[src/rtl/adc_pkg.sv]
`default_nettype none
// ============================================================================
// Module   : adc_pkg
// Brief    : Shared state encoding, word width and frame-length helper for the
//            serial ADC front end.
// Revision : 1.0
// ============================================================================
package adc_pkg;

  localparam int ADC_BITS = 16;

  typedef enum logic [1:0] {
    ST_IDLE  = 2'd0,
    ST_CONV  = 2'd1,
    ST_SHIFT = 2'd2,
    ST_DONE  = 2'd3
  } adc_state_e;

  // Busy cycles from the first CONVST-high cycle through the newdata cycle.
  function automatic int adc_frame_len(input int conv_cycles, input int clk_div);
    return conv_cycles + 2 * ADC_BITS * clk_div + 1;
  endfunction

endpackage : adc_pkg
`default_nettype wire

[src/rtl/adc_sclk_gen.sv]
`default_nettype none
// ============================================================================
// Module   : adc_sclk_gen
// Brief    : SCLK half-period and bit counter for one 16-bit serial readout.
// Revision : 1.0
// ============================================================================
module adc_sclk_gen #(
  parameter int CLK_DIV = 2,
  parameter int BITS    = 16
) (
  input  logic clk,
  input  logic rst,
  input  logic start_i,
  output logic sclk_o,
  output logic sample_now_o,
  output logic bit_end_o,
  output logic last_bit_o
);

  localparam int HW = (CLK_DIV > 1) ? $clog2(CLK_DIV) : 1;
  localparam int BW = (BITS > 1) ? $clog2(BITS) : 1;

  logic          active_q;
  logic          half_q;
  logic [HW-1:0] hcnt_q;
  logic [BW-1:0] bit_q;
  logic          sclk_q;
  logic          sample_q;
  logic          half_end_d;

  assign half_end_d   = active_q && (hcnt_q == HW'(CLK_DIV - 1));
  assign bit_end_o    = half_end_d && half_q;
  // Final cycle of the final bit-period; the FSM leaves SHIFT on this.
  assign last_bit_o   = bit_end_o && (bit_q == BW'(BITS - 1));
  assign sclk_o       = sclk_q;
  assign sample_now_o = sample_q;

  always_ff @(posedge clk) begin
    if (rst) begin
      active_q <= 1'b0;
      half_q   <= 1'b0;
      hcnt_q   <= '0;
      bit_q    <= '0;
      sclk_q   <= 1'b0;
      sample_q <= 1'b0;
    end else begin
      sample_q <= 1'b0;
      if (start_i) begin
        active_q <= 1'b1;
        half_q   <= 1'b0;
        hcnt_q   <= '0;
        bit_q    <= '0;
        sclk_q   <= 1'b0;
      end else if (active_q) begin
        if (half_end_d) begin
          hcnt_q   <= '0;
          half_q   <= ~half_q;
          sclk_q   <= ~half_q;
          sample_q <= ~half_q;
          if (half_q) begin
            if (last_bit_o) begin
              active_q <= 1'b0;
            end else begin
              bit_q <= bit_q + BW'(1);
            end
          end
        end else begin
          hcnt_q <= hcnt_q + HW'(1);
        end
      end
    end
  end

endmodule : adc_sclk_gen
`default_nettype wire

[src/rtl/adc_sampler.sv]
`default_nettype none
// ============================================================================
// Module   : adc_sampler
// Brief    : Periodic serial-ADC acquisition with newdata strobe and PGA gain.
// Revision : 1.0
// ============================================================================
module adc_sampler
  import adc_pkg::*;
#(
  parameter int CLK_DIV       = 2,
  parameter int CONV_CYCLES   = 24,
  parameter int SAMPLE_PERIOD = 180
) (
  input  logic                clk,
  input  logic                rst,
  input  logic                en,
  input  logic [1:0]          gain,
  input  logic [ADC_BITS-1:0] cfg,
  output logic                CONVST,
  output logic                SCLK,
  output logic                SDI,
  input  logic                SDO,
  output logic                GAIN_A0,
  output logic                GAIN_A1,
  output logic [ADC_BITS-1:0] dout,
  output logic                newdata,
  output logic                busy,
  output logic                overrun
);

  localparam int TW = (SAMPLE_PERIOD > 1) ? $clog2(SAMPLE_PERIOD) : 1;
  localparam int CW = (CONV_CYCLES > 1) ? $clog2(CONV_CYCLES) : 1;

  adc_state_e          state_q;
  logic [TW-1:0]       tmr_q;
  logic [CW-1:0]       conv_cnt_q;
  logic [ADC_BITS-1:0] cfg_q;
  logic [ADC_BITS-1:0] sr_q;
  logic [ADC_BITS-1:0] sr_d;
  logic                tick_d;
  logic                start_d;
  logic                sample_now;
  logic                bit_end;
  logic                last_bit;

  assign tick_d  = (tmr_q == '0);
  assign start_d = (state_q == ST_CONV) && (conv_cnt_q == CW'(CONV_CYCLES - 1));
  // Lets the final SDO bit land in dout even when it is sampled in the last cycle.
  assign sr_d    = sample_now ? {sr_q[ADC_BITS-2:0], SDO} : sr_q;

  always_ff @(posedge clk) begin
    if (rst) begin
      tmr_q <= TW'(SAMPLE_PERIOD - 1);
    end else if (tick_d) begin
      tmr_q <= TW'(SAMPLE_PERIOD - 1);
    end else begin
      tmr_q <= tmr_q - TW'(1);
    end
  end

  adc_sclk_gen #(
    .CLK_DIV (CLK_DIV),
    .BITS    (ADC_BITS)
  ) u_sclk_gen (
    .clk          (clk),
    .rst          (rst),
    .start_i      (start_d),
    .sclk_o       (SCLK),
    .sample_now_o (sample_now),
    .bit_end_o    (bit_end),
    .last_bit_o   (last_bit)
  );

  always_ff @(posedge clk) begin
    if (rst) begin
      state_q    <= ST_IDLE;
      conv_cnt_q <= '0;
      cfg_q      <= '0;
      sr_q       <= '0;
      CONVST     <= 1'b0;
      SDI        <= 1'b1;
      GAIN_A0    <= 1'b0;
      GAIN_A1    <= 1'b0;
      dout       <= '0;
      newdata    <= 1'b0;
      busy       <= 1'b0;
      overrun    <= 1'b0;
    end else begin
      newdata <= 1'b0;
      sr_q    <= sr_d;
      if (tick_d && (state_q != ST_IDLE)) begin
        overrun <= 1'b1;
      end
      case (state_q)
        ST_IDLE: begin
          if (tick_d && en) begin
            state_q            <= ST_CONV;
            conv_cnt_q         <= '0;
            CONVST             <= 1'b1;
            busy               <= 1'b1;
            {GAIN_A1, GAIN_A0} <= gain;
            cfg_q              <= cfg;
          end
        end
        ST_CONV: begin
          if (start_d) begin
            state_q <= ST_SHIFT;
            CONVST  <= 1'b0;
            SDI     <= cfg_q[ADC_BITS-1];
            cfg_q   <= {cfg_q[ADC_BITS-2:0], 1'b1};
          end else begin
            conv_cnt_q <= conv_cnt_q + CW'(1);
          end
        end
        ST_SHIFT: begin
          if (last_bit) begin
            state_q <= ST_DONE;
            dout    <= sr_d;
            newdata <= 1'b1;
            SDI     <= 1'b1;
          end else if (bit_end) begin
            SDI   <= cfg_q[ADC_BITS-1];
            cfg_q <= {cfg_q[ADC_BITS-2:0], 1'b1};
          end
        end
        ST_DONE: begin
          state_q <= ST_IDLE;
          busy    <= 1'b0;
        end
        default: begin
          state_q <= ST_IDLE;
        end
      endcase
    end
  end

endmodule : adc_sampler
`default_nettype wire

[config.mk]
export PLATFORM = sky130hd
export DESIGN_NAME = adc_sampler
export DESIGN_NICKNAME = d
export VERILOG_FILES = /design/src/rtl/adc_pkg.sv /design/src/rtl/adc_sclk_gen.sv /design/src/rtl/adc_sampler.sv
export SDC_FILE = /design/constraint.sdc
export NUM_CORES = 1
export LEC_CHECK = 0
export CAP_MARGIN = 10
export CELL_PAD_IN_SITES_DETAIL_PLACEMENT = 1
export CELL_PAD_IN_SITES_GLOBAL_PLACEMENT = 1
export CORE_MARGIN = 2
export CORE_UTILIZATION = 30
export CTS_CLUSTER_DIAMETER = 80
export DETAILED_ROUTE_END_ITERATION = 8
export PLACE_DENSITY_LB_ADDON = 0.1
export REMOVE_ABC_BUFFERS = 1
export SKIP_LAST_GASP = 1
export SYNTH_ARGS = -nofsm -noshare
export SYNTH_HDL_FRONTEND = slang
export SYNTH_SLANG_ARGS = --single-unit
[constraint.sdc]
create_clock -name clk -period 1.9 [get_ports clk]
set_input_delay 0.285 -clock clk [delete_from_list [all_inputs] [get_ports clk]]
set_output_delay 0.285 -clock clk [all_outputs]
set_load 0.02 [all_outputs]
### Word level (Yosys, flattened, before mapping)

Index checks and enable logic that the tools add are counted.

| storage, ports and cells | value |
|---|---|
| bits in registers | 78 |
| input bits | 22 |
| output and inout bits | 24 |
| word-level logic and storage cells | 94 |

| operators by class | value |
|---|---|
| add/subtract/negate cells | 4 |
| eq/ne operators | 12 |
| mux-type cells | 28 |
| bitwise gates (word level) | 5 |
| reductions and logical operators | 27 |

Operator list:

| operator | count |
|---|---|
| 16-bit 2-to-1 mux | 5 |
| 16-bit one-hot mux with 3 select lines | 1 |
| 1-bit 2-to-1 mux | 12 |
| 3-bit AND reduction | 4 |
| 5-bit 2-to-1 mux | 2 |
| 2-bit != test (second input constant) | 5 |
| 5-bit one-hot mux with 2 select lines | 1 |
| 8-bit zero test | 1 |
| 2-bit one-hot mux with 4 select lines | 1 |
| 2-bit AND reduction | 4 |
| 2-bit nonzero test | 4 |
| 8-bit by 1-bit subtractor with 8-bit output (second input constant) | 1 |
| 1-bit logical AND | 6 |
| 2-bit 2-to-1 mux | 3 |
| 1-bit one-hot mux with 2 select lines | 3 |
| 2-bit OR reduction | 3 |
| 5-bit by 1-bit adder with 5-bit output (second input constant) | 1 |
| 5-bit == test (second input constant) | 1 |
| 1-bit inverter | 5 |
| 5-bit AND reduction | 1 |
| 4-bit by 1-bit adder with 4-bit output (second input constant) | 1 |
| 2-bit == test (second input constant) | 2 |
| 4-bit == test (second input constant) | 1 |
| 4-bit AND reduction | 1 |
| other kinds (7) | 7 |

### Depth between registers and ports, before layout

Gate-level depths: netlist of run 1.

| logic depth | value |
|---|---|
| word-level depth | 8 |
| depth in mapped cells | 9 |
| gate-level depth less buffers | 6 |

### Hierarchy

Synthesis of run 1 repeated with hierarchy kept, for this count alone.

| unflattened totals | value |
|---|---|
| cell total of the unflattened synthesis | 344 |
| area total of the unflattened synthesis | 3354.5 um2 |

Modules (own cells, without submodules):

| module | instances | cells an instance | area an instance (um2) | sequential area each (um2) |
|---|---|---|---|---|
| adc_sampler | 1 | 306 | 3012.9 | 1401.3 |
| adc_sclk_gen | 1 | 38 | 341.6 | 160.2 |

### Least setup slack after synthesis of run 1

Ideal clock, no wire load.

| timing path | value |
|---|---|
| path kind | reg-to-reg |
| start | register tmr_q[0] |
| end | register cfg_q[12] |
| setup time | 0.086 ns |
| arrival | 1.781 ns |
| required time | 1.814 ns |
| path slack | 0.033 ns |
| cell stages (with the launch flop) | 10 |
| buffers on the path | 3 |
| period minus slack after synthesis | 1.867 ns |
| path through | dfxtp_1 inv_1 ha_1 buf_2 and4bb_1 a21bo_2 and3_1 buf_2 buf_2 a211oi_1 |

| on the way | value |
|---|---|
| word-level cells in the longest chain between the ends | 4 |

RTL lines:

| item | RTL line | source |
|---|---|---|
| from (decl) | adc_sampler.sv:35 | `logic [TW-1:0] tmr_q;` |
| from (signal assigned) | adc_sampler.sv:53 | `tmr_q <= TW'(SAMPLE_PERIOD - 1);` |
| from (signal assigned) | adc_sampler.sv:55 | `tmr_q <= TW'(SAMPLE_PERIOD - 1);` |
| from (signal assigned) | adc_sampler.sv:57 | `tmr_q <= tmr_q - TW'(1);` |
| 8-bit zero test | adc_sampler.sv:46 | `assign tick_d = (tmr_q == '0);` |
| 1-bit logical AND | adc_sampler.sv:96 | `if (tick_d && en) begin` |
| 2-bit != test (no source line) | -- |  |
| 5-bit AND reduction (no source line) | -- |  |
| to (signal assigned) | adc_sampler.sv:102 | `cfg_q <= cfg;` |
| to (signal assigned) | adc_sampler.sv:110 | `cfg_q <= {cfg_q[ADC_BITS-2:0], 1'b1};` |
| to (signal assigned) | adc_sampler.sv:123 | `cfg_q <= {cfg_q[ADC_BITS-2:0], 1'b1};` |
| to (decl) | adc_sampler.sv:37 | `logic [ADC_BITS-1:0] cfg_q;` |

No other way between the ends.
A chain may end at the register's enable or synchronous reset.

### Final worst setup path of run 1

| timing path | value |
|---|---|
| start | register u_sclk_gen.bit_q[0] |
| end | register cfg_q[11] |

| on the way | value |
|---|---|
| word-level cells in the longest chain between the ends | 4 |

RTL lines:

| item | RTL line | source |
|---|---|---|
| from (decl) | adc_sclk_gen.sv:26 | `logic [BW-1:0] bit_q;` |
| from (signal assigned) | adc_sclk_gen.sv:64 | `bit_q <= bit_q + BW'(1);` |
| 4-bit == test | adc_sclk_gen.sv:34 | `assign last_bit_o = bit_end_o && (bit_q == BW'(BITS - 1));` |
| 1-bit logical AND | adc_sclk_gen.sv:34 |  |
| 2-bit != test (no source line) | -- |  |
| 5-bit AND reduction (no source line) | -- |  |

No other way between the ends.

==> results of run 1 <==
==> per-layer routing <==
layer | vias up | GRT usage, % | routed length, um
met5 | - | 0 | 0
met4 | 0 | 5.495 | 124
met3 | 8 | 2.785 | 223
met2 | 37 | 21.83 | 3328
met1 | 1203 | 17.48 | 3727
li1 | 1312 | - | -
==> sequential cells by signal, indices dropped and copies added (netlist names) <==
name and cells:
CONVST 1, GAIN_A0 1, GAIN_A1 1, SDI 1, busy 1, cfg_q 16, conv_cnt_q 5, dout 16
newdata 1, overrun 1, sr_q 16, state_q 2, tmr_q 8, u_sclk_gen.active_q 1, u_sclk_gen.bit_q 4, u_sclk_gen.hcnt_q 1
u_sclk_gen.sample_now_o 1, u_sclk_gen.sclk_o 1
==> where the power goes <==
part	total [mW]	leakage (nW)	internal [mW]	switching, mW
Clock	1.41	0.109	0.806	0.599
Combinational	0.646	0.655	0.289	0.357
Sequential	1.81	0.630	1.74	0.0655
Total	3.86	1.39	2.84	1.02
==> timing repair <==
item | 4_1_cts | 5_1_grt
hold endpoints to repair | 0 | 0
resized for setup | 1 | 3
setup endpoints to repair | 10 | 8
==> metrics by stage <==
step | worst slack, ns | setup TNS [ns] | hold WS [ns] | power (mW) | util [%]
2_1_floorplan | -0.2485 | -3.976 | 0.3541 | 2.251 | -
3_3_place_gp | -0.1820 | -2.868 | 0.4069 | 2.479 | 37.23
3_5_place_dp | -0.2210 | -3.273 | 0.4161 | 2.489 | 37.23
4_1_cts | 0.1053 | 0 | 0.2703 | 3.908 | 39.39
5_1_grt | 0.01164 | 0 | 0.2821 | 4.060 | 39.53
6_report | 0.1600 | 0 | 0.2819 | 3.860 | 39.53
==> cell usage after synthesis (5+ instances only) <==
| cell | instances |
|---|---|
| nor2_1 | 48 |
| a31oi_1 | 19 |
| buf_2 | 12 |
| ha_1 | 7 |
| nand2_1 | 13 |
| inv_1 | 7 |
| dfxtp_1 | 78 |
| o21ai_0 | 7 |
| nand3_1 | 7 |
| clkbuf_1 | 10 |
| and3_1 | 7 |
| xor2_1 | 5 |
| nor3_1 | 5 |
| mux2i_1 | 34 |
| a21oi_1 | 12 |
| a211oi_1 | 33 |
==> final cells by class <==
class	count	area, um^2	share of cell area [%]
Clock buffer	12	155.1	3.785
Tap cell	136	170.2	4.151
Timing Repair Buffer	61	581.8	14.19
Inverter	7	26.28	0.6410
Clock inverter	3	67.56	1.648
Multi-Input combinational cell	228	1536	37.48
Sequential cell	78	1562	38.10
==> worst max-delay path, delay by kind of cell, from the launching register on <==
family	cells	cell delay, ns
buf+inv	1	0.28
compound gates	3	0.58
flops	1	0.34
simple gates	1	0.22
fa+ha+maj	1	0.24
==> worst max path at each step <==
stage                   startpoint         to  slack (ns)
6_report       u_sclk_gen.bit_q[0]  cfg_q[11]        0.16
5_1_grt        u_sclk_gen.bit_q[0]   cfg_q[6]        0.01
4_1_cts                   tmr_q[0]  cfg_q[11]        0.11
3_5_place_dp                    en  cfg_q[11]       -0.22
3_3_place_gp                    en  cfg_q[12]       -0.18
2_1_floorplan  u_sclk_gen.bit_q[0]   cfg_q[0]       -0.25
==> cell families (layout without fill, tap and decap cells) <==
logic type,after synthesis,count (layout),synth area share [%]
adder cells (fa/ha/maj),7,7,2.721
AO/OA/AOI/OAI,81,81,16.80
XOR/XNOR,7,7,1.905
AND/OR/NAND/NOR,98,98,15.05
multiplexers,35,35,10.93
buffers and inverters,31,83,4.083
flip-flops,78,78,48.52
==> run_results.csv, run 1 <==
group,metric,value,unit
logic_synthesis,netlist_top_cells_area,"dfxtp_1 49%, mux2i_1 11%, a211oi_1 7.7%",
pwr,irDropWorstVdd,427.6,uV
worst_hold_path,whs_endpoint,"GAIN_A0",
pwr,powerDensity,941.6,nW/um^2
setup_path,required_time_of_the_critical_path,2.16,ns
layout,final_cell_mix,"78 x dfxtp_1, 48 x nor2_1, 44 x clkdlybuf4s50_1",
clock_tree,cts_tree,"yes",
clock_tree,cts.repair_timing.setup_buffer_count,0,
placement,port_buffers,45,
sta,worst_slew_pin_slew,0.3626,ns
logic_synthesis,synth_area_leader_cell,"dfxtp_1",
sta,max-slew-margin-rel,75.68,%
global_route,grt_usage,13.49,%
setup_path,crit_path_top_delay_cell,"dfxtp_1",
setup_path,timing.rr.end,"cfg_q[11]",
layout,final_common_cell,"dfxtp_1",
routing,routedWlPerCell,14.10,um
sta,setup_repair_after_global_routing_missed_its_margin,"false",
worst_hold_path,min_delay_path_depth,2,
run,drv.max_cap_violation_count,0,
logic_synthesis,yosys_register_bits,78,
routing,total_number_of_vias,2560,
layout,final_design_area_no_fill,4099,um^2
clock_tree,clock_latency_on_the_worst_skew_pair,0.34,ns
routing,route.detailed.drc,0,
global_route,largest_net_degree_at_the_start_of_global_routing,31,
layout,final_net_count,414,
global_route,antenna_found_initial,0,
logic_synthesis,unique_cell_type_count_in_the_yosys_netlist,37,
placement,dp.cells,510,
sta,final-hold-violation-count,0,
clock_tree,postCtsHoldBufs,0,
worst_hold_path,hold_class,"input port to register",
logic_synthesis,synth_cells,337,
setup_path,worstSetupEndpointType,"register",
setup_path,cells_traversed_along_the_worst_timing_path,"ha_1 > and3_1 > o22ai_1 > buf_4 > a31oi_1 > a211oi_1",
clock_tree,clk_path_buf_depth,2,
routing,detail_route.vias_per_cell,4.876,
logic_synthesis,mappedNetlistArea,3218,um^2
placement,place.gp.congestion,0.7102,
clock_tree,htree_levels,3,
floorplan,fp.dieArea,11570,um^2
setup_path,worst-r2r-setup-slack,0.16,ns
pwr,cellLeakagePower,1.393,nW
routing,initialDrtViolationCount,45,
logic_synthesis,synth_area_per_cell,9.549,um^2
logic_synthesis,synth_top_area_share,48.52,%
layout,instances_no_fill,525,
clock_tree,worst_setup_hold_path_clk_slew,0.08,ns
floorplan,die_width,107.6,um
setup_path,critical_path_arrival,2.00,ns
global_route,grt_first_pass_wirelength,12430,um
sta,finalSetupViolCount,0,
setup_path,max_stage_delay,0.34,ns
sta,finalCriticalPeriod,1.740,ns
logic_synthesis,ys.flop_type,"dfxtp_1",
floorplan,num_rows,37,
global_route,leftover_overflow_at_the_end_of_global_routing,0,
logic_synthesis,yosysWarnings,0,
layout,fillerInstances,1203,
floorplan,initial_utilization,31.03,%
run_status,outcome,"finished clean",
setup_path,setup.worst_path.start_class,"register",
setup_path,r2r_cells,6,
clock_tree,cts_root_buf,"clkbuf_8",
logic_synthesis,async_reset_ff_share,0,%
sta,maxSlewViolCount,0,
clock_tree,clkSinkCount,78,
logic_synthesis,synth-edff-count,0,
floorplan,die_y,107.6,um
setup_path,timing.rr.start,"u_sclk_gen.bit_q[0]",
routing,drt-pass1-iter-count,4,
routing,detail-route-antenna-nets,0,
routing,wirelength,7404,um
worst_hold_path,holdCritStartpoint,"rst",
layout,drive_gt1_share,9.512,%
global_route,first_global_vias,2542,
layout,antennaDiodeCount,0,
floorplan,core_footprint,10370,um^2
setup_path,worst-path-max-fanout,16,
sta,fmax,574.7,MHz
layout,area.growth.synth_to_final,27.37,%
logic_synthesis,synth_seq_area_share,48.52,%
placement,detailed_place.area,3861,um^2
clock_tree,cts_inserted_buffers,9,
sta,final.setup_skew,0.01080,ns
setup_path,crit_type,"register to register",
sta,timing.final.crit_share,91.58,%
placement,dp_hpwl,5049,um
floorplan,floorplan.io_pins,46,
Note: power is estimated with default switching activity, not from simulation.
==> inputs of run 2 (changes only) <==
Settings changed: SLEW_MARGIN from default to 20.
==> results of run 2 <==
Final layout, timing and power as in run 1 (identical DEF).
==> inputs of run 3 (changes only) <==
Settings changed: SKIP_LAST_GASP 1 to default.
==> results of run 3 <==
Final layout, timing and power as in run 1 (identical DEF).
